===== config.mk =====
export PLATFORM = sky130hd
export DESIGN_NAME = prog_loader
export DESIGN_NICKNAME = d
export VERILOG_FILES = /design/src/rtl/prog_loader.sv
export SDC_FILE = /design/constraint.sdc
export NUM_CORES = 1
export LEC_CHECK = 0
export ABC_CLOCK_PERIOD_IN_PS = 3400
export BUFFER_PORTS_ARGS = -buffer_cell sky130_fd_sc_hd__buf_2
export CAP_MARGIN = 20
export CORE_ASPECT_RATIO = 0.5
export CORE_UTILIZATION = 44
export DETAILED_ROUTE_END_ITERATION = 12
export SLEW_MARGIN = 30
export SYNTH_ARGS = -nofsm -noshare
export SYNTH_HDL_FRONTEND = slang
export SYNTH_SLANG_ARGS = --single-unit

===== constraint.sdc =====
create_clock -name Clk -period 3.4 [get_ports Clk]
set_input_delay 0.17 -clock Clk [delete_from_list [all_inputs] [get_ports Clk]]
set_output_delay 0.17 -clock Clk [all_outputs]
set_load 0.01 [all_outputs]

===== src/rtl/prog_loader.sv =====
// prog_loader
// -----------------------------------------------------------------------------
// Byte-stream program loader and write side of the CPU instruction BRAM.
// A framed program arrives over a valid/ready byte interface:
//   SYNC, LEN_HI, LEN_LO, LEN*8 instruction bytes, CSUM
// LEN is a big-endian instruction count and CSUM is the 8-bit wrap-around sum
// of the instruction bytes. Instruction bytes go to BRAM addresses 0,1,2,...
// in arrival order. The CPU is held in reset for the whole load and is only
// released once a frame has loaded with a matching checksum.
//
// Ports:
//   Clk       system clock
//   Rst       asynchronous, active-high reset
//   in_data   incoming stream byte
//   in_valid  in_data valid
//   in_ready  loader accepts a byte (no backpressure, high whenever Rst is low)
//   mem_we    BRAM write enable (wea), one cycle per instruction byte
//   mem_addr  BRAM byte address (addra)
//   mem_din   BRAM write data (dina)
//   cpu_hold  high = keep CPU in reset and give the BRAM port to the loader
//   done      frame loaded and checksum OK
//   error     frame aborted (oversize, bad checksum or timeout)
// -----------------------------------------------------------------------------
module prog_loader #(
  parameter int         ADDR_W    = 16,
  parameter int         MAX_INSTR = 8192,
  parameter logic [7:0] SYNC      = 8'hA5,
  parameter int         TIMEOUT   = 1000000
) (
  input  logic              Clk,
  input  logic              Rst,
  input  logic [7:0]        in_data,
  input  logic              in_valid,
  output logic              in_ready,
  output logic              mem_we,
  output logic [ADDR_W-1:0] mem_addr,
  output logic [7:0]        mem_din,
  output logic              cpu_hold,
  output logic              done,
  output logic              error
);

  // One bit wider than the address so LEN*8 for a full 64 KiB frame fits.
  localparam int CNT_W  = ADDR_W + 1;
  localparam int IDLE_W = $clog2(TIMEOUT + 1);
  localparam logic [16:0] MAX_LEN = 17'(MAX_INSTR);

  typedef enum logic [2:0] {
    S_IDLE,
    S_LEN_HI,
    S_LEN_LO,
    S_DATA,
    S_CHECK,
    S_DONE,
    S_ERROR
  } state_t;

  state_t            state;
  state_t            state_next;
  logic [7:0]        len_hi;
  logic [CNT_W-1:0]  byte_cnt;
  logic [ADDR_W-1:0] wr_addr;
  logic [7:0]        csum;
  logic [IDLE_W-1:0] idle_cnt;

  logic        xfer;
  logic [15:0] len;
  logic        in_frame;
  logic        sync_start;
  logic        timed_out;
  logic        len_load;

  // The BRAM swallows a byte every cycle, so the only time we refuse data is
  // while reset is held.
  assign in_ready = ~Rst;
  assign xfer     = in_valid & in_ready;
  assign len      = {len_hi, in_data};

  assign in_frame = (state == S_LEN_HI) || (state == S_LEN_LO) ||
                    (state == S_DATA)   || (state == S_CHECK);

  // SYNC only restarts a load from the resting states; inside a frame it is
  // ordinary length/data/checksum content.
  assign sync_start = xfer && (in_data == SYNC) &&
                      ((state == S_IDLE) || (state == S_DONE) || (state == S_ERROR));

  // The idle cycle that would bring the counter up to TIMEOUT aborts the frame.
  assign timed_out = in_frame && !xfer && (idle_cnt == IDLE_W'(TIMEOUT - 1));

  assign len_load = (state == S_LEN_LO) && xfer &&
                    ({1'b0, len} <= MAX_LEN) && (len != 16'd0);

  // State register
  always_ff @(posedge Clk or posedge Rst) begin
    if (Rst) begin
      state <= S_IDLE;
    end else begin
      state <= state_next;
    end
  end

  // Next-state logic and state-decoded status outputs
  always_comb begin
    state_next = state;
    done       = 1'b0;
    error      = 1'b0;
    cpu_hold   = 1'b1;

    case (state)
      S_IDLE, S_DONE, S_ERROR: begin
        if (sync_start) state_next = S_LEN_HI;
      end
      S_LEN_HI: begin
        if (xfer) state_next = S_LEN_LO;
      end
      S_LEN_LO: begin
        if (xfer) begin
          if ({1'b0, len} > MAX_LEN) state_next = S_ERROR;
          else if (len == 16'd0)     state_next = S_CHECK;
          else                       state_next = S_DATA;
        end
      end
      S_DATA: begin
        if (xfer && (byte_cnt == CNT_W'(1))) state_next = S_CHECK;
      end
      S_CHECK: begin
        if (xfer) state_next = (in_data == csum) ? S_DONE : S_ERROR;
      end
      default: state_next = S_IDLE;
    endcase

    if (timed_out) state_next = S_ERROR;

    if (state == S_DONE) begin
      done     = 1'b1;
      cpu_hold = 1'b0;
    end
    if (state == S_ERROR) error = 1'b1;
  end

  // Datapath: length capture, byte counter, checksum, BRAM write port and the
  // inter-byte idle counter. A data byte accepted on an edge is presented on
  // the BRAM port for the following cycle, so the BRAM writes it on the next
  // edge and consecutive bytes produce consecutive writes.
  always_ff @(posedge Clk or posedge Rst) begin
    if (Rst) begin
      len_hi   <= '0;
      byte_cnt <= '0;
      wr_addr  <= '0;
      csum     <= '0;
      idle_cnt <= '0;
      mem_we   <= 1'b0;
      mem_addr <= '0;
      mem_din  <= '0;
    end else begin
      mem_we <= 1'b0;

      if (sync_start) begin
        csum     <= '0;
        wr_addr  <= '0;
        byte_cnt <= '0;
      end

      if ((state == S_LEN_HI) && xfer) len_hi <= in_data;

      if (len_load) byte_cnt <= CNT_W'({len, 3'b000});

      if ((state == S_DATA) && xfer) begin
        csum     <= csum + in_data;
        byte_cnt <= byte_cnt - CNT_W'(1);
        mem_we   <= 1'b1;
        mem_addr <= wr_addr;
        mem_din  <= in_data;
        wr_addr  <= wr_addr + ADDR_W'(1);
      end

      // Idle counter only runs inside a frame and saturates at TIMEOUT.
      if (!in_frame || xfer) begin
        idle_cnt <= '0;
      end else if (idle_cnt != IDLE_W'(TIMEOUT)) begin
        idle_cnt <= idle_cnt + IDLE_W'(1);
      end
    end
  end

endmodule


==> metrics.md <==
| Metric | Value |
|---|---|
| # H-tree levels | 3 |
| Worst Hold Class | in -> reg |
| Area growth syn-to-layout | 13.1% |
| Reg clk slew, reported paths | 0.07 ns |
| Cell Chain, Critical Path | dlygate4sd3_1, buf_2, nand2b_1, nor3_1, a2111oi_0, or3b_1, a2111oi_0, a31o_1 |
| RSZ-0062 raised after global routing | false |
| # Max-Cap Violations | 0 |
| Placed insts | 706 |
| Post-synth EDFFs | 0 |
| Part of the power in the clock network | 25.6% |
| DP HPWL | 8110 um |
| Avg Cell Area, Syn | 9.51 um2 |
| Top cell type by total area after synthesis | dfrtp_1 |
| Initial Utilization | between 40% and 50% |
| Cells after Synth | 536 |
| ANT cells | 0 |
| CTS root buf | clkbuf_16 |
| Switching share of power | 36.3% |
| Detail Route Antenna Nets | 0 |
| Worst clock skew | around 0.0063 ns |
| Warnings from Yosys | 0 |
| GRT Resource Usage Total | 21.3% |
| CTS tree | yes |
| CTS max path bufs | 2 |
| Vias in the first global route | 3870 |
| Net switching power | 1450 uW |
| #FFs+latches synth | 97 |
| Ranking of synthesized cells by area | dfrtp_1, nand2_1, xor2_1 |
| Comb pwr share | 30.8% |
| Largest net degree at the start of global routing | 52 |
| Cell mode on critical path | a2111oi_0 |
| Yosys top cell area share | 47.6% |
| Final estimated routing congestion in global placement | 0.818 |
| FILL cells | 1061 |
| Clk Latency, worst-skew pair | 0.34 ns |
| Die Span Y | between 70 and 80 um |
| Sequential power share | roughly 44% |
| Layout cells sized above 1 | 16.1% |
| CP max-delay cell | dlygate4sd3_1 |
| PostCTS Resize Cnt | 0 |
| Arrival time worst endpoint | 2.82 ns |
| First-pass GRT wire length | just under 20000 um |
| IO Pins | 40 |
| Initial DRC Count | 295 |
| FF-to-FF path depth | 7 |
| Critical Path Source Type | primary input |
| Library cells used by synthesis | 61 |
| Initial antenna violation count | 0 |
| Fmax | 394 MHz |
| R2R setup slack | 0.95 ns |
| Final period util | 74.7% |
| Fin util | between 50% and 60% |
| IO Port Bufs | 39 |
| Slew headroom | 37.8% |
| Vias | 3977 |
| Final setup vio count | 0 |
| Post-synthesis sequential area ratio | 47.6% |
| Crit Path Class | in -> reg |
| CP max FO | 11 |
| Synth Flop Type | dfrtp_1 |
| Via/cell ratio | 5.50 |
| Cell Pwr Density | 692 nW/um2 |
| Critical Path End Type | register |
| Crit path required time | 3.68 ns |
| Drt total wl | around 12000 um |
| Hold depth | 3 |
| Grt total ovfl | 0 |
| Synthesized area | about 5000 um2 |
| Setup_tns | 0 ns |
| Crit path largest cell delay | 0.53 ns |
| Hold Vio Cnt, Final | 0 |
| Outcome | finished, final reports clean |
| VDD IR max | around 0.29 mV |
| Num CTS Buffers | 9 |
| Min cycle time layout | 2.54 ns |
| Final net count | 597 |
| Slew @ Worst Pin | 0.923 ns |
| Post-synth ARST share | 100% |
| Drt pass-1 iters | 4 |
| Residual DRC count | 0 |
| Internal | 2540 uW |
| Fin. max-slew vios | 0 |
| Finished Layout Cells | 723 |
| Die ar. | roughly 12000 um2 |
| Die width | 154 um |
| CTS sink count | 97 |
| Lkg Pwr | roughly 0.0026 uW |
| Site Rows | 27 |
| Wire per inst | around 16 um |
| Core area | 11100 um2 |
| Mapped Nets | 560 |
[through the flow]
step / total power [uW] / area (um2) / hold WS (ns) / worst slack (ns)
finish: 3990 / 5770 / 0.104 / 0.860
global placement: 2950 / 5460 / 0.312 / 0.918
global route: 4280 / 5770 / 0.124 / 0.602
floorplan: 2600 / 5100 / 0.275 / 0.618
detailed placement: 2980 / 5460 / 0.311 / 0.958
CTS: 4020 / 5760 / 0.0950 / 0.900
[cell usage after synthesis, types with 2 or more instances]
| cell type | number |
|---|---|
| or3_1 | 3 |
| or4_1 | 2 |
| nand3_1 | 25 |
| and4_1 | 2 |
| nor2b_1 | 7 |
| nor3_1 | 14 |
| xor2_1 | 23 |
| buf_1 | 3 |
| o21bai_1 | 3 |
| mux2i_1 | 7 |
| a21oi_1 | 9 |
| nand4b_1 | 3 |
| o31ai_2 | 4 |
| ha_1 | 12 |
| inv_1 | 13 |
| nand4_1 | 12 |
| o21ai_0 | 27 |
| or2_2 | 4 |
| nor4_2 | 2 |
| a2111oi_2 | 4 |
| clkbuf_1 | 17 |
| o31ai_1 | 11 |
| and2_1 | 2 |
| mux2_2 | 9 |
| a2111oi_0 | 3 |
| dfrtp_1 | 97 |
| and3_1 | 3 |
| a22o_1 | 3 |
| o211ai_1 | 5 |
| a21o_1 | 2 |
| nor3b_1 | 3 |
| nor4_1 | 8 |
| nand2_1 | 112 |
| nor2_1 | 32 |
| a31oi_1 | 2 |
| xnor2_1 | 16 |
| nand2b_1 | 7 |
| nand3b_1 | 2 |
[critical path: cells and delay by family]
family	cells	cell delay (ns)
simple gates	3	1.38
buf+inv	2	0.67
compound gates	3	0.59
[registers in the layout, indices dropped and copies added (netlist names)]
name,count
byte_cnt,17
csum,8
idle_cnt,20
len_hi,8
mem_addr,16
mem_din,8
mem_we,1
state,3
wr_addr,16
[per-layer routing]
layer  global-route usage, %  vias up  wire, um
met4                    5.94        0       150
met3                    4.64       11       531
li1                        -     1953         -
met5                       0        -         0
met2                    30.9       71      4910
met1                    31.7     1942      6220
[area by class of cell]
class | count | area (um2) | area share [%]
inverter | 14 | 55.1 | 0.954
timing repair buffer | 47 | 258 | 4.47
sequential | 97 | 2430 | 42.1
clock inverter | 6 | 65.1 | 1.13
clock buffer | 10 | 229 | 3.97
multi-input combinational | 404 | 2550 | 44.3
tap | 145 | 181 | 3.14
[cells by family (layout without fill, tap and decap cells)]
logic type	Yosys count	count (layout)	share of synthesized area (%)
fa+ha+maj	14	14	3.53
buf+inv	35	77	2.60
mux	17	17	3.66
flops	97	97	47.6
compound gates	82	82	11.5
xor+xnor	39	39	6.70
simple gates	252	252	24.4
[placed cells by master, fill, tap and decap left out, drive strengths merged, types with 15 or more instances in the layout]
master and count:
nor3 15, o21ai 27, o31ai 15, buf 46, xnor2 16, nor2 33, inv 15, nand3 25
nand2 112, xor2 23, dfrtp 97
[timing repair]
action / in CTS / in global routing
hold endpoints to repair: 46 / 0
setup buffers: 0 / 0
hold buffers: 1 / 0
[path summary, 6_finish.rpt]
kind / start / end
min: in_data[4] / mem_din[4]
max in group asynchronous: Rst / mem_addr[4]
max reg2reg: csum[1] / csum[7]
max: Rst / state[0]
min in group asynchronous: Rst / mem_din[0]
min reg2reg: mem_addr[1] / mem_addr[1]
[power by group through the flow]
stage / registers [uW] / logic [uW] / clock network [uW]
floorplan: 1660 / 942 / 0
global placement: 1740 / 1210 / 0
detailed placement: 1750 / 1230 / 0
CTS: 1730 / 1230 / 1060
global route: 1780 / 1410 / 1090
finish: 1740 / 1230 / 1020
Power figures use the tool's default switching activity.
